==> src/rtl/button_debounce_reader.sv <==
// Pushbutton reader: 2-flop sync, counter-qualified debounce, level and event pulses.
// Optional AUTO_REPEAT_EN adds periodic repeats on long_press_pulse while held.
module button_debounce_reader #(
  parameter int DEBOUNCE_CYCLES   = 41_600,
  parameter int LONG_PRESS_CYCLES = 2_080_000,
  parameter int REPEAT_CYCLES     = 520_000,
  parameter int ACTIVE_LOW_IN     = 1
) (
  input  logic clk,
  input  logic reset_n,
  input  logic btn_raw,
  output logic btn_level,
  output logic press_pulse,
  output logic release_pulse,
  output logic long_press_pulse
);

  localparam int DW = $clog2(DEBOUNCE_CYCLES + 1);
  localparam int HW = $clog2(LONG_PRESS_CYCLES + 1);
  localparam logic [DW-1:0] DEB_LAST = DW'(DEBOUNCE_CYCLES - 1);
  localparam logic [HW-1:0] HOLD_LAST = HW'(LONG_PRESS_CYCLES - 1);

  if (DEBOUNCE_CYCLES < 2) begin : g_chk_deb
    $error("DEBOUNCE_CYCLES must be >= 2");
  end
  if (LONG_PRESS_CYCLES <= DEBOUNCE_CYCLES) begin : g_chk_long
    $error("LONG_PRESS_CYCLES must exceed DEBOUNCE_CYCLES");
  end
  if (REPEAT_CYCLES < 1) begin : g_chk_rep
    $error("REPEAT_CYCLES must be >= 1");
  end

  typedef enum logic [1:0] {
    IDLE,
    PRESS_WAIT,
    PRESSED,
    RELEASE_WAIT
  } state_t;

  state_t state, state_n;
  logic [DW-1:0] deb_cnt, deb_n;
  logic [HW-1:0] hold_cnt;
  logic pin_p, sync_m, sync_p;
  logic holding, holding_n;
  logic level_n, press_n, release_n, long_n;
  logic long_hit, fired, long_first, rep_fire;

  assign pin_p = (ACTIVE_LOW_IN != 0) ? ~btn_raw : btn_raw;

  always_ff @(posedge clk or negedge reset_n) begin
    if (!reset_n) begin
      sync_m <= 1'b0;
      sync_p <= 1'b0;
    end else begin
      sync_m <= pin_p;
      sync_p <= sync_m;
    end
  end

  always_ff @(posedge clk or negedge reset_n) begin
    if (!reset_n) begin
      state   <= IDLE;
      deb_cnt <= '0;
    end else begin
      state   <= state_n;
      deb_cnt <= deb_n;
    end
  end

  always_comb begin
    state_n = state;
    deb_n   = deb_cnt;
    unique case (state)
      IDLE: begin
        if (sync_p) begin
          state_n = PRESS_WAIT;
          deb_n   = '0;
        end
      end
      PRESS_WAIT: begin
        if (!sync_p)
          state_n = IDLE;
        else if (deb_cnt == DEB_LAST)
          state_n = PRESSED;
        else
          deb_n = deb_cnt + 1'b1;
      end
      PRESSED: begin
        if (!sync_p) begin
          state_n = RELEASE_WAIT;
          deb_n   = '0;
        end
      end
      RELEASE_WAIT: begin
        if (sync_p)
          state_n = PRESSED;
        else if (deb_cnt == DEB_LAST)
          state_n = IDLE;
        else
          deb_n = deb_cnt + 1'b1;
      end
    endcase
  end

  always_comb begin
    holding    = (state == PRESSED) || (state == RELEASE_WAIT);
    holding_n  = (state_n == PRESSED) || (state_n == RELEASE_WAIT);
    level_n    = holding_n;
    press_n    = (state == PRESS_WAIT) && (state_n == PRESSED);
    release_n  = (state == RELEASE_WAIT) && (state_n == IDLE);
    long_first = holding && holding_n && long_hit && !fired;
    long_n     = long_first || (holding && holding_n && rep_fire);
  end

  // hold_cnt survives release bounces; only a fresh press restarts it
  always_ff @(posedge clk or negedge reset_n) begin
    if (!reset_n) begin
      hold_cnt <= '0;
      long_hit <= 1'b0;
      fired    <= 1'b0;
    end else begin
      if (press_n)
        hold_cnt <= '0;
      else if (holding && hold_cnt != HOLD_LAST)
        hold_cnt <= hold_cnt + 1'b1;
      long_hit <= holding && (hold_cnt == HOLD_LAST);
      if (state_n == IDLE)
        fired <= 1'b0;
      else if (long_first)
        fired <= 1'b1;
    end
  end

`ifdef AUTO_REPEAT_EN
  localparam int RW = $clog2(REPEAT_CYCLES + 1);
  localparam logic [RW-1:0] REP_LAST = RW'(REPEAT_CYCLES - 1);
  logic [RW-1:0] rep_cnt;

  always_ff @(posedge clk or negedge reset_n) begin
    if (!reset_n)
      rep_cnt <= '0;
    else if (long_first || !fired)
      rep_cnt <= '0;
    else if (holding)
      rep_cnt <= (rep_cnt == REP_LAST) ? '0 : rep_cnt + 1'b1;
  end

  assign rep_fire = fired && (rep_cnt == REP_LAST);
`else
  assign rep_fire = 1'b0;
`endif

  always_ff @(posedge clk or negedge reset_n) begin
    if (!reset_n) begin
      btn_level        <= 1'b0;
      press_pulse      <= 1'b0;
      release_pulse    <= 1'b0;
      long_press_pulse <= 1'b0;
    end else begin
      btn_level        <= level_n;
      press_pulse      <= press_n;
      release_pulse    <= release_n;
      long_press_pulse <= long_n;
    end
  end

endmodule

==> config.mk <==
export PLATFORM = sky130hd
export DESIGN_NAME = button_debounce_reader
export DESIGN_NICKNAME = d
export VERILOG_FILES = /design/src/rtl/button_debounce_reader.sv
export SDC_FILE = /design/constraint.sdc
export NUM_CORES = 1
export LEC_CHECK = 0
export ABC_CLOCK_PERIOD_IN_PS = 2340
export CAP_MARGIN = 30
export CORE_MARGIN = 2
export CORE_UTILIZATION = 37
export DETAILED_ROUTE_END_ITERATION = 6
export PLACE_DENSITY_LB_ADDON = 0.3
export SLEW_MARGIN = 15
export SYNTH_ARGS = -nofsm -noshare
export SYNTH_HDL_FRONTEND = slang
export SYNTH_SLANG_ARGS = --single-unit
==> constraint.sdc <==
create_clock -name clk -period 2.34 [get_ports clk]
set_input_delay 0.702 -clock clk [delete_from_list [all_inputs] [get_ports clk]]
set_output_delay 0.702 -clock clk [all_outputs]
set_load 0.01 [all_outputs]
# --- Word level (Yosys, flattened, before mapping) ---
# Cells that the tools add are included.
totals:
  output_inout_bits: 4
  reg_bits: 47
  inputBits: 3
classes:
  eq_ne: 12
  n_addsub: 2
  n_reduce_logical: 15
  muxes: 17
  bitwise_logic: 1
op_table:
  columns: ["op", "n"]
  rows:
  - ["$mux W16", 5]
  - ["$pmux W16 S4", 1]
  - ["$mux W21", 2]
  - ["$add A21 B1 Y21 const B", 1]
  - ["$eq A21 B21 Y1 const B", 1]
  - ["$ne A21 B21 Y1 const B", 1]
  - ["$add A16 B1 Y16 const B", 1]
  - ["$eq A16 B16 Y1 const B", 1]
  - ["$mux W2", 6]
  - ["$eq A2 B2 Y1 const B", 4]
  - ["$ne A2 B2 Y1 const B", 4]
  - ["$pmux W2 S4", 1]
  - ["$logic_and A1 B1 Y1", 7]
  - ["$logic_not A2 Y1", 2]
  - ["$reduce_and A4 Y1", 1]
  - ["$reduce_bool A2 Y1", 2]
  - ["$eq A2 B1 Y1 const B", 1]
  - ["$logic_or A1 B1 Y1", 2]
  - ["$mux W1", 2]
  - ["$logic_not A1 Y1", 1]
  - ["$not A1 Y1", 1]

# --- Longest topological paths before layout ---
depth:
  ltp_word: 11
  ltp_mapped: 6
  mapped_depth_nobuf: 5

# --- Worst setup path before layout ---
# Ideal clock, no wire load.
synth_timing:
  path_kind: "reg2reg"
  start: "register hold_cnt[14]"
  end: "register hold_cnt[4]"
  arrival_ns: 1.865
  slack_ns: 0.396
  t_required_ns: 2.261
  path_buffers: 1
  path_stages_with_launch: 6
  path_cell_list: "dfrtp_1 -> or4b_1 -> or4_1 -> buf_6 -> o211ai_1 -> mux2i_1"
synth_between:
  elab_chain_len: 3
synth_rtl:
  columns: ["item", "line_no", "rtl"]
  rows:
  - ["from (decl)", "42", "logic [HW-1:0] hold_cnt;"]
  - ["from (signal assigned)", "125", "hold_cnt <= hold_cnt + 1'b1;"]
  - ["$ne A21 B21 Y1", "124", "else if (holding && hold_cnt != HOLD_LAST)"]
  - ["$logic_and A1 B1 Y1", "124", null]
  - ["$reduce_bool A2 Y1 (no line)", null, null]
# Every way passes these cells.
# A chain may end at the register's enable or synchronous reset.

# --- Worst setup path after layout ---
layout_timing:
  start: "register hold_cnt[9]"
  end: "register hold_cnt[1]"
# Same word-level chain as after synthesis.

==> qor.yml <==
hold_slack_ns: 0.355
seq_area_frac_synth_pct: 48.3
setup_violations: 0
timing.final.crit_period_ns: 2.14
arrival_ns: 2.36
boundaryPins: 7
clkSinkCount: 47
seqPwrFrac_pct: 55.2
gp_congestion: 0.835
cts_tree: "yes"
globalRouteTotalUtil_pct: 15.2
endpoint_kind: "register"
antenna_cells: 0
power_mw: 1.50
synth-edff-count: 0
drt_iter0_markers: 142
synth-async-reset-ratio_pct: 100
relSlewSlack_pct: 63.3
switchingPower_mw: 0.342
status: "completed"
hp-class: "register to register"
worst-setup-path-type: "register to register"
post_cts_buffers: 0
ys_ff_latch: 47
yosys_warnings: 0
synthFlopType: "dfrtp_1"
timing.final.ws_setup_ns: 0.202
grt_start_max_net_pins: 26
combPwrFrac_pct: 3.6
ctsResizeCount: 0
tightest_slew_ns: 0.550
coreArea_sq_mm: 0.00635
start_util_pct: 38.4
hold_violations: 0
synth_cells: 250
clock_path_buffers: 2
clkPwrFrac_pct: 41.2
startpoint_type: "register"
numCtsBuffers: 5
wirelength_mm: 5.03
ant_nets: 0
routedWlPerCell_um: 15.0
grt_pass1_vias: 1852
crit_fanout: 9
power.density_mw_per_mm2: 557
yosys.cell_types.count: 46
first_pass_iters: 4
drv_slew: 0
drive_gt1_share_pct: 9.27
swShare_pct: 22.7
post-route-drc-count: 0
num_vias: 1987
rsz0062_at_grt: "no"
clk_latency_ns: 0.31
syn-num-nets: 255
place_hpwl_mm: 3.37
layout.nets: 263
peakVddDrop_mv: 0.286
cts_max_level: 2
die_x_um: 85.2
io_buffers: 6
syn-cell-area_sq_mm: 0.00244
layout_common_cells: "dfrtp_1, o21ai_0, a21oi_1"
fin_worst_skew_ns: 0.00917
worstPathRequired_ns: 2.57
antenna_found_initial: 0
num_rows: 29
final.setup.tns_ns: 0
dieHeight_um: 85.2
postCtsHoldBufs: 0
overflow: 0
finalCritPeriodShare_pct: 91.4
clk_pin_slew_ns: 0.10
fmax_mhz: 468
p_int_mw: 1.16
syn2layout_area_growth_pct: 10.7
pre_cts_ws_ns: 0.222
final_common_cell: "dfrtp_1"
die_area_sq_mm: 0.00725
clock-root-buffer: "clkbuf_8"
cap_viol_max_count: 0
p_leak_nw: 1.17
via_per_inst: 5.91
synthesis.area_per_instance_sq_um: 9.75
grt_pass1_wl_mm: 8.98
## layout make-up
cell class | instances | area, sq um
Inverter | 7 | 26.3
Sequential cell | 47 | 1180
Timing Repair Buffer | 13 | 120
Clock buffer | 5 | 68.8
Clock inverter | 3 | 47.5
Tap cell | 77 | 96.3
Fill cell | 611 | 3650
Multi-Input combinational cell | 184 | 1160
## kinds of logic (layout without fill, tap and decap cells)
| family | Yosys count | after routing | share of synthesized area, % |
|---|---|---|---|
| simple gates | 96 | 96 | 23.6 |
| fa+ha+maj | 2 | 2 | 1.03 |
| compound gates | 73 | 73 | 17.9 |
| buf+inv | 19 | 28 | 4.00 |
| mux | 9 | 9 | 3.80 |
| flops | 47 | 47 | 48.3 |
| xor+xnor | 4 | 4 | 1.44 |
## cells in the mapped netlist (2+ instances only)
cell | number | area share, %
o31ai_1 | 13 | 4.0
a41oi_1 | 3 | 1.1
buf_6 | 2 | 0.92
buf_4 | 2 | 0.62
inv_1 | 7 | 1.1
ha_1 | 2 | 1.0
a21oi_1 | 21 | 4.3
mux2i_1 | 7 | 2.9
or4_1 | 11 | 3.4
nand4_1 | 11 | 2.8
nand3_1 | 12 | 2.5
nor3_1 | 2 | 0.41
and4_1 | 4 | 1.4
clkbuf_1 | 4 | 0.62
o21ai_0 | 24 | 4.9
nor4b_1 | 2 | 0.72
o21ai_1 | 3 | 0.62
and2_1 | 3 | 0.77
buf_2 | 3 | 0.62
dfrtp_1 | 47 | 48
and3_1 | 10 | 2.6
nand2_1 | 16 | 2.5
nor2_1 | 9 | 1.4
or3_1 | 6 | 1.5
xnor2_1 | 3 | 1.1
mux2_2 | 2 | 0.92
o211ai_1 | 2 | 0.62
## power by group through the flow
stage	clock [mW]	sequential [mW]	combinational (mW)
after detailed placement	0	0.846	0.0554
after CTS	0.645	0.830	0.0560
after floorplan	0	0.842	0.0260
final	0.620	0.830	0.0539
after global placement	0	0.845	0.0549
after global routing	0.674	0.832	0.0625
## per-stage QoR
| stage | instance area (sq um) | cells | utilization, % |
|---|---|---|---|
| after detailed placement | 2580 | 328 | 40.7 |
| after floorplan | 2440 | 250 | - |
| after CTS | 2700 | 336 | 42.5 |
| after global placement | 2580 | 328 | 40.7 |
| after global routing | 2700 | 336 | 42.5 |
| final | 2700 | 336 | 42.5 |
## routing by layer
layer,up-vias,routed length [um],GRT usage (%)
li1,969,-,-
met1,986,2530,22.3
met2,28,2300,22.8
met3,4,151,2.92
met4,0,54,5.05
met5,-,0,0
## worst max-delay path, cell delays in order (launching register included)
cell and delay [ns]:
dfrtp_1 0.43, or4b_1 0.50, or4_1 0.66, o21ai_2 0.25, mux2i_1 0.22
## registers in the layout, summed over array words and instances, names as in the netlist
name,flops
hold_cnt,21
deb_cnt,16
state,2
btn_level,1
fired,1
long_hit,1
long_press_pulse,1
press_pulse,1
release_pulse,1
sync_m,1
sync_p,1
## path summary, 6_finish.rpt
check	depth (start not counted)	to	slack (ns)	from
hold / removal	0	sync_p	0.35	sync_m
hold reg to reg	0	sync_p	0.35	sync_m
min in group asynchronous	1	deb_cnt[5]	0.37	reset_n
setup reg to reg	4	hold_cnt[1]	0.20	hold_cnt[9]
max in group asynchronous	2	hold_cnt[16]	1.44	reset_n
setup / recovery	4	hold_cnt[1]	0.20	hold_cnt[9]
Power figures use the tool's default switching activity.
